**src/rtl/tag_fill_controller_if.sv**
```systemverilog
// Handshake and tag-table bundle between the cache front-end, the tag
// lookup table, the fill engine and the tag fill controller.
interface tag_fill_controller_if #(
    parameter int BW_ACCESS_ADDR     = 16,
    parameter int BW_CAPACITY_BLOCKS = 3
);
    typedef logic [BW_ACCESS_ADDR-1:0]     addr_t;
    typedef logic [BW_CAPACITY_BLOCKS-1:0] blk_t;

    logic  req_valid_i;
    logic  req_ready_o;
    addr_t req_addr_i;

    logic  rsp_valid_o;
    logic  rsp_ready_i;
    logic  rsp_hit_o;
    blk_t  rsp_cache_addr_o;

    logic  inv_valid_i;
    logic  inv_ready_o;
    addr_t inv_addr_i;

    logic  tlt_wren_o;
    logic  tlt_rmen_o;
    addr_t tlt_addr_search_o;
    addr_t tlt_addr_write_o;
    blk_t  tlt_cache_addr_o;
    addr_t tlt_addr_search_i;
    blk_t  tlt_cache_addr_search_i;
    logic  tlt_hit_i;

    logic  evict_req_o;
    logic  evict_ack_i;
    addr_t evict_addr_o;

    logic  fill_req_o;
    logic  fill_done_i;
    addr_t fill_addr_o;
    blk_t  fill_cache_addr_o;

    modport slave (
        input  req_valid_i, req_addr_i,
        output req_ready_o,
        output rsp_valid_o, rsp_hit_o, rsp_cache_addr_o,
        input  rsp_ready_i,
        input  inv_valid_i, inv_addr_i,
        output inv_ready_o,
        output tlt_wren_o, tlt_rmen_o, tlt_addr_search_o,
        output tlt_addr_write_o, tlt_cache_addr_o,
        input  tlt_addr_search_i, tlt_cache_addr_search_i, tlt_hit_i,
        output evict_req_o, evict_addr_o,
        input  evict_ack_i,
        output fill_req_o, fill_addr_o, fill_cache_addr_o,
        input  fill_done_i
    );

    modport master (
        output req_valid_i, req_addr_i,
        input  req_ready_o,
        input  rsp_valid_o, rsp_hit_o, rsp_cache_addr_o,
        output rsp_ready_i,
        output inv_valid_i, inv_addr_i,
        input  inv_ready_o,
        input  tlt_wren_o, tlt_rmen_o, tlt_addr_search_o,
        input  tlt_addr_write_o, tlt_cache_addr_o,
        output tlt_addr_search_i, tlt_cache_addr_search_i, tlt_hit_i,
        input  evict_req_o, evict_addr_o,
        output evict_ack_i,
        input  fill_req_o, fill_addr_o, fill_cache_addr_o,
        output fill_done_i
    );
endinterface

```
**src/rtl/tag_fill_controller.sv**
```systemverilog
// Lookup / evict / fill / tag-write sequencer for a set-associative tag
// table, with per-group round-robin victim choice and invalidation.
module tag_fill_controller #(
    parameter int BW_ACCESS_ADDR    = 16,
    parameter int N_WORDS_PER_BLOCK = 4,
    parameter int N_CAPACITY_BLOCKS = 8,
    parameter int ASSOCIATIVITY     = 2
) (
    input  logic                  clock_i,
    input  logic                  resetn_i,
    tag_fill_controller_if.slave  bus
);
    localparam int BW_CAPACITY_BLOCKS = $clog2(N_CAPACITY_BLOCKS);
    localparam int BW_ACCESS_SET      = $clog2(ASSOCIATIVITY);
    localparam int BW_ACCESS_GROUP    = BW_CAPACITY_BLOCKS - BW_ACCESS_SET;
    localparam int BW_WORDS_PER_BLOCK = $clog2(N_WORDS_PER_BLOCK);
    localparam int N_GROUPS           = 1 << BW_ACCESS_GROUP;

    typedef logic [BW_ACCESS_ADDR-1:0]     addr_t;
    typedef logic [BW_CAPACITY_BLOCKS-1:0] blk_t;
    typedef logic [BW_ACCESS_SET-1:0]      way_t;

    localparam addr_t OFS_MASK = addr_t'(N_WORDS_PER_BLOCK - 1);

    typedef enum logic [2:0] {
        S_IDLE,
        S_LOOKUP,
        S_EVICT,
        S_FILL,
        S_WRITE,
        S_RESP,
        S_INV
    } state_t;

    state_t state_q, state_d;
    addr_t  addr_q, addr_d;
    addr_t  evict_addr_q, evict_addr_d;
    blk_t   blk_q, blk_d;
    logic   hit_q, hit_d;
    logic   rdy_q, rdy_d;
    logic   evict_req_q, evict_req_d;
    logic   fill_req_q, fill_req_d;
    logic   rsp_valid_q, rsp_valid_d;

    logic [N_CAPACITY_BLOCKS-1:0]       occ_q, occ_d;
    logic [N_GROUPS-1:0][BW_ACCESS_SET-1:0] rr_q, rr_d;

    logic [BW_ACCESS_GROUP-1:0] grp;
    blk_t                       victim;

    assign grp    = addr_q[BW_WORDS_PER_BLOCK +: BW_ACCESS_GROUP];
    assign victim = {rr_q[grp], grp};

    always_comb begin
        state_d      = state_q;
        addr_d       = addr_q;
        evict_addr_d = evict_addr_q;
        blk_d        = blk_q;
        hit_d        = hit_q;
        occ_d        = occ_q;
        rr_d         = rr_q;
        unique case (state_q)
            S_IDLE: begin
                // invalidation wins when both handshakes are offered
                if (rdy_q && bus.inv_valid_i) begin
                    addr_d  = bus.inv_addr_i;
                    state_d = S_INV;
                end else if (rdy_q && bus.req_valid_i) begin
                    addr_d  = bus.req_addr_i;
                    state_d = S_LOOKUP;
                end
            end
            S_LOOKUP: begin
                if (bus.tlt_hit_i) begin
                    blk_d   = bus.tlt_cache_addr_search_i;
                    hit_d   = 1'b1;
                    state_d = S_RESP;
                end else begin
                    blk_d = victim;
                    hit_d = 1'b0;
                    if (occ_q[victim]) begin
                        evict_addr_d = bus.tlt_addr_search_i & ~OFS_MASK;
                        state_d      = S_EVICT;
                    end else begin
                        state_d = S_FILL;
                    end
                end
            end
            S_EVICT: begin
                if (bus.evict_ack_i) state_d = S_FILL;
            end
            S_FILL: begin
                if (bus.fill_done_i) state_d = S_WRITE;
            end
            S_WRITE: begin
                occ_d[blk_q] = 1'b1;
                rr_d[grp]    = rr_q[grp] + way_t'(1);
                state_d      = S_RESP;
            end
            S_RESP: begin
                if (bus.rsp_ready_i) state_d = S_IDLE;
            end
            S_INV: begin
                if (bus.tlt_hit_i) occ_d[bus.tlt_cache_addr_search_i] = 1'b0;
                state_d = S_IDLE;
            end
            default: state_d = S_IDLE;
        endcase
    end

    always_comb begin
        rdy_d       = (state_d == S_IDLE);
        evict_req_d = (state_d == S_EVICT);
        fill_req_d  = (state_d == S_FILL);
        rsp_valid_d = (state_d == S_RESP);
    end

    always_ff @(posedge clock_i or negedge resetn_i) begin
        if (!resetn_i) begin
            state_q      <= S_IDLE;
            addr_q       <= '0;
            evict_addr_q <= '0;
            blk_q        <= '0;
            hit_q        <= 1'b0;
            rdy_q        <= 1'b0;
            evict_req_q  <= 1'b0;
            fill_req_q   <= 1'b0;
            rsp_valid_q  <= 1'b0;
            occ_q        <= '0;
            rr_q         <= '0;
        end else begin
            state_q      <= state_d;
            addr_q       <= addr_d;
            evict_addr_q <= evict_addr_d;
            blk_q        <= blk_d;
            hit_q        <= hit_d;
            rdy_q        <= rdy_d;
            evict_req_q  <= evict_req_d;
            fill_req_q   <= fill_req_d;
            rsp_valid_q  <= rsp_valid_d;
            occ_q        <= occ_d;
            rr_q         <= rr_d;
        end
    end

    // tag-table strobes depend on the same-cycle search result
    always_comb begin
        bus.tlt_wren_o        = 1'b0;
        bus.tlt_rmen_o        = 1'b0;
        bus.tlt_addr_search_o = '0;
        bus.tlt_addr_write_o  = '0;
        bus.tlt_cache_addr_o  = '0;
        unique case (state_q)
            S_LOOKUP: begin
                bus.tlt_addr_search_o = addr_q;
                if (!bus.tlt_hit_i) begin
                    bus.tlt_cache_addr_o = victim;
                    bus.tlt_rmen_o       = occ_q[victim];
                end
            end
            S_WRITE: begin
                bus.tlt_wren_o       = 1'b1;
                bus.tlt_cache_addr_o = blk_q;
                bus.tlt_addr_write_o = addr_q;
            end
            S_INV: begin
                bus.tlt_addr_search_o = addr_q;
                if (bus.tlt_hit_i) begin
                    bus.tlt_rmen_o       = 1'b1;
                    bus.tlt_cache_addr_o = bus.tlt_cache_addr_search_i;
                end
            end
            default: ;
        endcase
    end

    assign bus.req_ready_o       = rdy_q & ~bus.inv_valid_i;
    assign bus.inv_ready_o       = rdy_q;
    assign bus.evict_req_o       = evict_req_q;
    assign bus.evict_addr_o      = evict_req_q ? evict_addr_q : '0;
    assign bus.fill_req_o        = fill_req_q;
    assign bus.fill_addr_o       = fill_req_q ? (addr_q & ~OFS_MASK) : '0;
    assign bus.fill_cache_addr_o = fill_req_q ? blk_q : '0;
    assign bus.rsp_valid_o       = rsp_valid_q;
    assign bus.rsp_hit_o         = rsp_valid_q & hit_q;
    assign bus.rsp_cache_addr_o  = rsp_valid_q ? blk_q : '0;
endmodule

```
**src/flat_wrapper.sv**
```systemverilog
// flat-port wrapper written by rule: the top's interface ports become plain ports
module tag_fill_controller_flat 
#(
    parameter int BW_ACCESS_ADDR    = 16,
    parameter int N_WORDS_PER_BLOCK = 4,
    parameter int N_CAPACITY_BLOCKS = 8,
    parameter int ASSOCIATIVITY     = 2
)
  (clock_i, resetn_i, bus_req_valid_i, bus_req_addr_i, bus_req_ready_o, bus_rsp_valid_o, bus_rsp_hit_o, bus_rsp_cache_addr_o, bus_rsp_ready_i, bus_inv_valid_i, bus_inv_addr_i, bus_inv_ready_o, bus_tlt_wren_o, bus_tlt_rmen_o, bus_tlt_addr_search_o, bus_tlt_addr_write_o, bus_tlt_cache_addr_o, bus_tlt_addr_search_i, bus_tlt_cache_addr_search_i, bus_tlt_hit_i, bus_evict_req_o, bus_evict_addr_o, bus_evict_ack_i, bus_fill_req_o, bus_fill_addr_o, bus_fill_cache_addr_o, bus_fill_done_i);
  tag_fill_controller_if #(.BW_ACCESS_ADDR(BW_ACCESS_ADDR), .BW_CAPACITY_BLOCKS((3))) bus_i ();
  input  logic clock_i;
  input  logic resetn_i;
  input wire logic [$bits(bus_i.req_valid_i)-1:0] bus_req_valid_i;
  input wire logic [$bits(bus_i.req_addr_i)-1:0] bus_req_addr_i;
  output wire logic [$bits(bus_i.req_ready_o)-1:0] bus_req_ready_o;
  output wire logic [$bits(bus_i.rsp_valid_o)-1:0] bus_rsp_valid_o;
  output wire logic [$bits(bus_i.rsp_hit_o)-1:0] bus_rsp_hit_o;
  output wire logic [$bits(bus_i.rsp_cache_addr_o)-1:0] bus_rsp_cache_addr_o;
  input wire logic [$bits(bus_i.rsp_ready_i)-1:0] bus_rsp_ready_i;
  input wire logic [$bits(bus_i.inv_valid_i)-1:0] bus_inv_valid_i;
  input wire logic [$bits(bus_i.inv_addr_i)-1:0] bus_inv_addr_i;
  output wire logic [$bits(bus_i.inv_ready_o)-1:0] bus_inv_ready_o;
  output wire logic [$bits(bus_i.tlt_wren_o)-1:0] bus_tlt_wren_o;
  output wire logic [$bits(bus_i.tlt_rmen_o)-1:0] bus_tlt_rmen_o;
  output wire logic [$bits(bus_i.tlt_addr_search_o)-1:0] bus_tlt_addr_search_o;
  output wire logic [$bits(bus_i.tlt_addr_write_o)-1:0] bus_tlt_addr_write_o;
  output wire logic [$bits(bus_i.tlt_cache_addr_o)-1:0] bus_tlt_cache_addr_o;
  input wire logic [$bits(bus_i.tlt_addr_search_i)-1:0] bus_tlt_addr_search_i;
  input wire logic [$bits(bus_i.tlt_cache_addr_search_i)-1:0] bus_tlt_cache_addr_search_i;
  input wire logic [$bits(bus_i.tlt_hit_i)-1:0] bus_tlt_hit_i;
  output wire logic [$bits(bus_i.evict_req_o)-1:0] bus_evict_req_o;
  output wire logic [$bits(bus_i.evict_addr_o)-1:0] bus_evict_addr_o;
  input wire logic [$bits(bus_i.evict_ack_i)-1:0] bus_evict_ack_i;
  output wire logic [$bits(bus_i.fill_req_o)-1:0] bus_fill_req_o;
  output wire logic [$bits(bus_i.fill_addr_o)-1:0] bus_fill_addr_o;
  output wire logic [$bits(bus_i.fill_cache_addr_o)-1:0] bus_fill_cache_addr_o;
  input wire logic [$bits(bus_i.fill_done_i)-1:0] bus_fill_done_i;
  assign bus_i.req_valid_i = bus_req_valid_i;
  assign bus_i.req_addr_i = bus_req_addr_i;
  assign bus_req_ready_o = bus_i.req_ready_o;
  assign bus_rsp_valid_o = bus_i.rsp_valid_o;
  assign bus_rsp_hit_o = bus_i.rsp_hit_o;
  assign bus_rsp_cache_addr_o = bus_i.rsp_cache_addr_o;
  assign bus_i.rsp_ready_i = bus_rsp_ready_i;
  assign bus_i.inv_valid_i = bus_inv_valid_i;
  assign bus_i.inv_addr_i = bus_inv_addr_i;
  assign bus_inv_ready_o = bus_i.inv_ready_o;
  assign bus_tlt_wren_o = bus_i.tlt_wren_o;
  assign bus_tlt_rmen_o = bus_i.tlt_rmen_o;
  assign bus_tlt_addr_search_o = bus_i.tlt_addr_search_o;
  assign bus_tlt_addr_write_o = bus_i.tlt_addr_write_o;
  assign bus_tlt_cache_addr_o = bus_i.tlt_cache_addr_o;
  assign bus_i.tlt_addr_search_i = bus_tlt_addr_search_i;
  assign bus_i.tlt_cache_addr_search_i = bus_tlt_cache_addr_search_i;
  assign bus_i.tlt_hit_i = bus_tlt_hit_i;
  assign bus_evict_req_o = bus_i.evict_req_o;
  assign bus_evict_addr_o = bus_i.evict_addr_o;
  assign bus_i.evict_ack_i = bus_evict_ack_i;
  assign bus_fill_req_o = bus_i.fill_req_o;
  assign bus_fill_addr_o = bus_i.fill_addr_o;
  assign bus_fill_cache_addr_o = bus_i.fill_cache_addr_o;
  assign bus_i.fill_done_i = bus_fill_done_i;
  tag_fill_controller #(.BW_ACCESS_ADDR(BW_ACCESS_ADDR), .N_WORDS_PER_BLOCK(N_WORDS_PER_BLOCK), .N_CAPACITY_BLOCKS(N_CAPACITY_BLOCKS), .ASSOCIATIVITY(ASSOCIATIVITY)) u_core (.clock_i(clock_i), .resetn_i(resetn_i), .bus(bus_i));
endmodule
```
**config.mk**
```make
export PLATFORM = sky130hd
export DESIGN_NAME = tag_fill_controller_flat
export DESIGN_NICKNAME = d
export VERILOG_FILES = /design/src/rtl/tag_fill_controller_if.sv /design/src/rtl/tag_fill_controller.sv /design/src/flat_wrapper.sv
export SDC_FILE = /design/constraint.sdc
export NUM_CORES = 1
export LEC_CHECK = 0
export BUFFER_PORTS_ARGS = -buffer_cell sky130_fd_sc_hd__buf_4
export CAP_MARGIN = 20
export CORE_ASPECT_RATIO = 2
export CORE_MARGIN = 2
export CORE_UTILIZATION = 35
export CTS_CLUSTER_SIZE = 8
export DETAILED_ROUTE_END_ITERATION = 10
export GPL_TIMING_DRIVEN = 0
export SLEW_MARGIN = 20
export SYNTH_ARGS = -nofsm -noshare
export SYNTH_HDL_FRONTEND = slang
export SYNTH_SLANG_ARGS = --single-unit
export TNS_END_PERCENT = 20
```
**constraint.sdc**
```tcl
create_clock -name clock_i -period 5.6 [get_ports clock_i]
set_input_delay 0.28 -clock clock_i [delete_from_list [all_inputs] [get_ports clock_i]]
set_output_delay 0.28 -clock clock_i [all_outputs]
set_load 0.01 [all_outputs]
```
==> results.md <==
- Worst slew pin tran: slightly below 0.8 ns
- Final Util: between 50% and 60%
- WL per Instance: 16.48 um
- Overall Global Routing Usage: between 10% and 20%
- Hold crit path type: in -> async
- Crit-path max FO: 10
- Initial antenna violation count: 0
- IO Count: 140
- Most common cell after layout, fill and taps aside: buf_4
- Max cap viols: 0
- Worst skew pair latency: 0.29 ns
- Htree depth: 2
- Leakage power: 2.179 nW
- Post-route ant nets: 0
- Slew Limit Fails: 0
- Worst IR Drop VDD: 0.2273 mV
- Synth area leaders: dfrtp_1 44%, and2_1 14%, mux2i_1 6.3%
- DRC violation count after routing: 0
- Die H: 135.8 um
- Mapped Cells: 304
- Commonest cells after routing, fill and taps aside: 136 x buf_4, 68 x and2_1, 53 x dfrtp_1, 20 x nor2_1, 19 x mux2i_1
- Post-synth top area share: 43.62%
- Sequential area share after synthesis: 43.62%
- # hold bufs at CTS: 0
- Relative slew slack: around half
- Longest Clk Path Bufs: 2
- Die X: 69.91 um
- Final hold viol count: 0
- Core region area: 0.008528 sq mm
- DP HPWL: 7.043 mm
- Pin count of the biggest net entering global routing: 54
- Clock Tree Root: clkbuf_16
- CTS tree: yes
- Vias in the first global route: 2815
- Setup Viol. Count Final: 0
- Status: finished, final reports clean
- Post-CTS setup buffers: 0
- Worst endpoint required time: 5.32 ns
- Antenna diode count: 0
- Syn. warnings: 0
- Die area: 0.009494 sq mm
- Vias per inst: slightly below 5
- Starting Density: 35.65%
- Cell row count: 48
- Overflow after GRT: 0
- Crit Path Category: reg -> out
- Average size of a mapped cell: ~10 sq um
- Post-CTS sizing: 0
- Number of synthesized register bits: 53
- Synth Cell Area: between 0.003 and 0.004 sq mm
- Post-layout min period: around 2.7 ns
- Synth area leader: dfrtp_1
- Crit start category: register
- Reg clk slew, reported paths: 0.07 ns
- Fin nets: 505
- Post-synth EDFFs: 0
- Post-synth ARST share: 100.0%
- Clock net sink count: 53
- Synth cell types: 43
- Fmax: 368.8 MHz
- Final wirelength: between 8 and 9 mm
- Synth Flop Type: dfrtp_1
- RePlAce Congestion: around 0.82
- Area grow syn2layout: 41.89%
- Initial DRC count: 119
- Clk_skew: approximately 0.0043 ns
- R2r setup slk: ~3.4 ns
- Drt first pass iters: 4
- RSZ-0062 raised after global routing: no
- CP arrival: 2.43 ns
- First-pass GRT wire length: 14.37 mm
- Pwr Density: ~490 mW/mm^2
- Critical path endpoint category: output pin
- Vias post-DR: around 2700
- Num CTS Buffers: 5
- Setup TNS: 0 ns
- Final worst-path cycle share: 48.42%
- Layout cells sized above 1: 37.67%
- Buffers on Ports: 132
layer usage:
layer  vias to the layer above  share of wire, %  global-route usage (%)
met4                         0               1.2                   6.303
met1                      1277                35                   20.19
met2                       105                58                   38.20
met3                         7               5.4                   3.262
met5                         -                 0                       0
li1                       1304                 -                       -
state kept, by name, summed over array words and instances (netlist names):
signal	count
u_core.addr_q	16
u_core.evict_addr_q	14
u_core.occ_q	8
u_core.rr_q	4
u_core.blk_q	3
u_core.state_q	3
u_core.bus.evict_req_o	1
u_core.bus.fill_req_o	1
u_core.bus.inv_ready_o	1
u_core.bus.rsp_valid_o	1
u_core.hit_q	1
power by group:
| group | switching, mW | internal [mW] |
|---|---|---|
| registers | 0.138 | 0.570 |
| clock network | 0.135 | 0.176 |
| logic | 0.528 | 0.556 |
metrics by stage:
step           cells  hold WS [ns]  power, mW  setup WS [ns]  cell area (sq um)
5_1_grt          546       0.07935      2.269          2.705               4314
6_report         546       0.02970      2.102          2.889               4314
2_1_floorplan    307      -0.01559      1.349          3.557               3052
3_3_place_gp     539        0.3766      1.791          3.138               4168
3_5_place_dp     539        0.3751      1.815          3.130               4168
4_1_cts          546       0.06411      2.136          2.803               4314
Yosys cell counts, drive strengths merged (2+ instances only):
master   n
clkbuf  12
nor2    20
nor4     2
dfrtp   53
and2    68
mux4     3
a21o     2
nor2b    5
xnor2    2
buf     10
nand2   18
o21ai   14
a21oi   17
mux2i   20
nand3    5
nand3b   3
nand2b   5
xor2     2
nor3b    4
o31ai    6
or3b     2
a22oi    2
mux2    15
worst paths after layout:
path,from,endpoint,cells past startpoint
worst min-delay path,resetn_i,u_core.evict_addr_q[3]$_DFFE_PN0P_,1
worst min register to register,u_core.rr_q[1]$_DFFE_PN0P_,u_core.rr_q[1]$_DFFE_PN0P_,1
max in group asynchronous,resetn_i,u_core.addr_q[10]$_DFFE_PN0P_,1
worst max-delay path,u_core.addr_q[3]$_DFFE_PN0P_,bus_tlt_rmen_o,7
min in group clock_i,bus_tlt_addr_search_i[4],u_core.evict_addr_q[4]$_DFFE_PN0P_,2
worst max register to register,u_core.addr_q[2]$_DFFE_PN0P_,u_core.evict_addr_q[14]$_DFFE_PN0P_,5
area by class of cell:
| type | instances | area [sq um] |
|---|---|---|
| timing repair buffer | 132 | 991.0 |
| multi-input combinational | 231 | 1614 |
| fill | 811 | 4214 |
| clock inverter | 1 | 7.507 |
| buffer | 22 | 107.6 |
| clock buffer | 6 | 138.9 |
| tap | 100 | 125.1 |
| inverter | 1 | 3.754 |
| sequential | 53 | 1326 |
kinds of logic after synthesis:
kind of cell / Yosys count / synth area share, %
DFF: 53 / 43.62
AOI/OAI and AO/OA: 46 / 8.930
muxes: 38 / 15.84
xor gates and xnor gates: 4 / 1.152
and+or+nand+nor: 139 / 26.67
other: 1 / 0.1233
buffers and inverters: 23 / 3.662
critical path, cell delays in order, from the launching register on:
cell and delay (ns):
dfrtp_1 0.35, clkbuf_1 0.38, mux4_1 0.39, mux2i_2 0.31
nor3_4 0.11, buf_6 0.18, or2_2 0.28, buf_4 0.14
No activity file was read; power rests on OpenSTA's default activity.
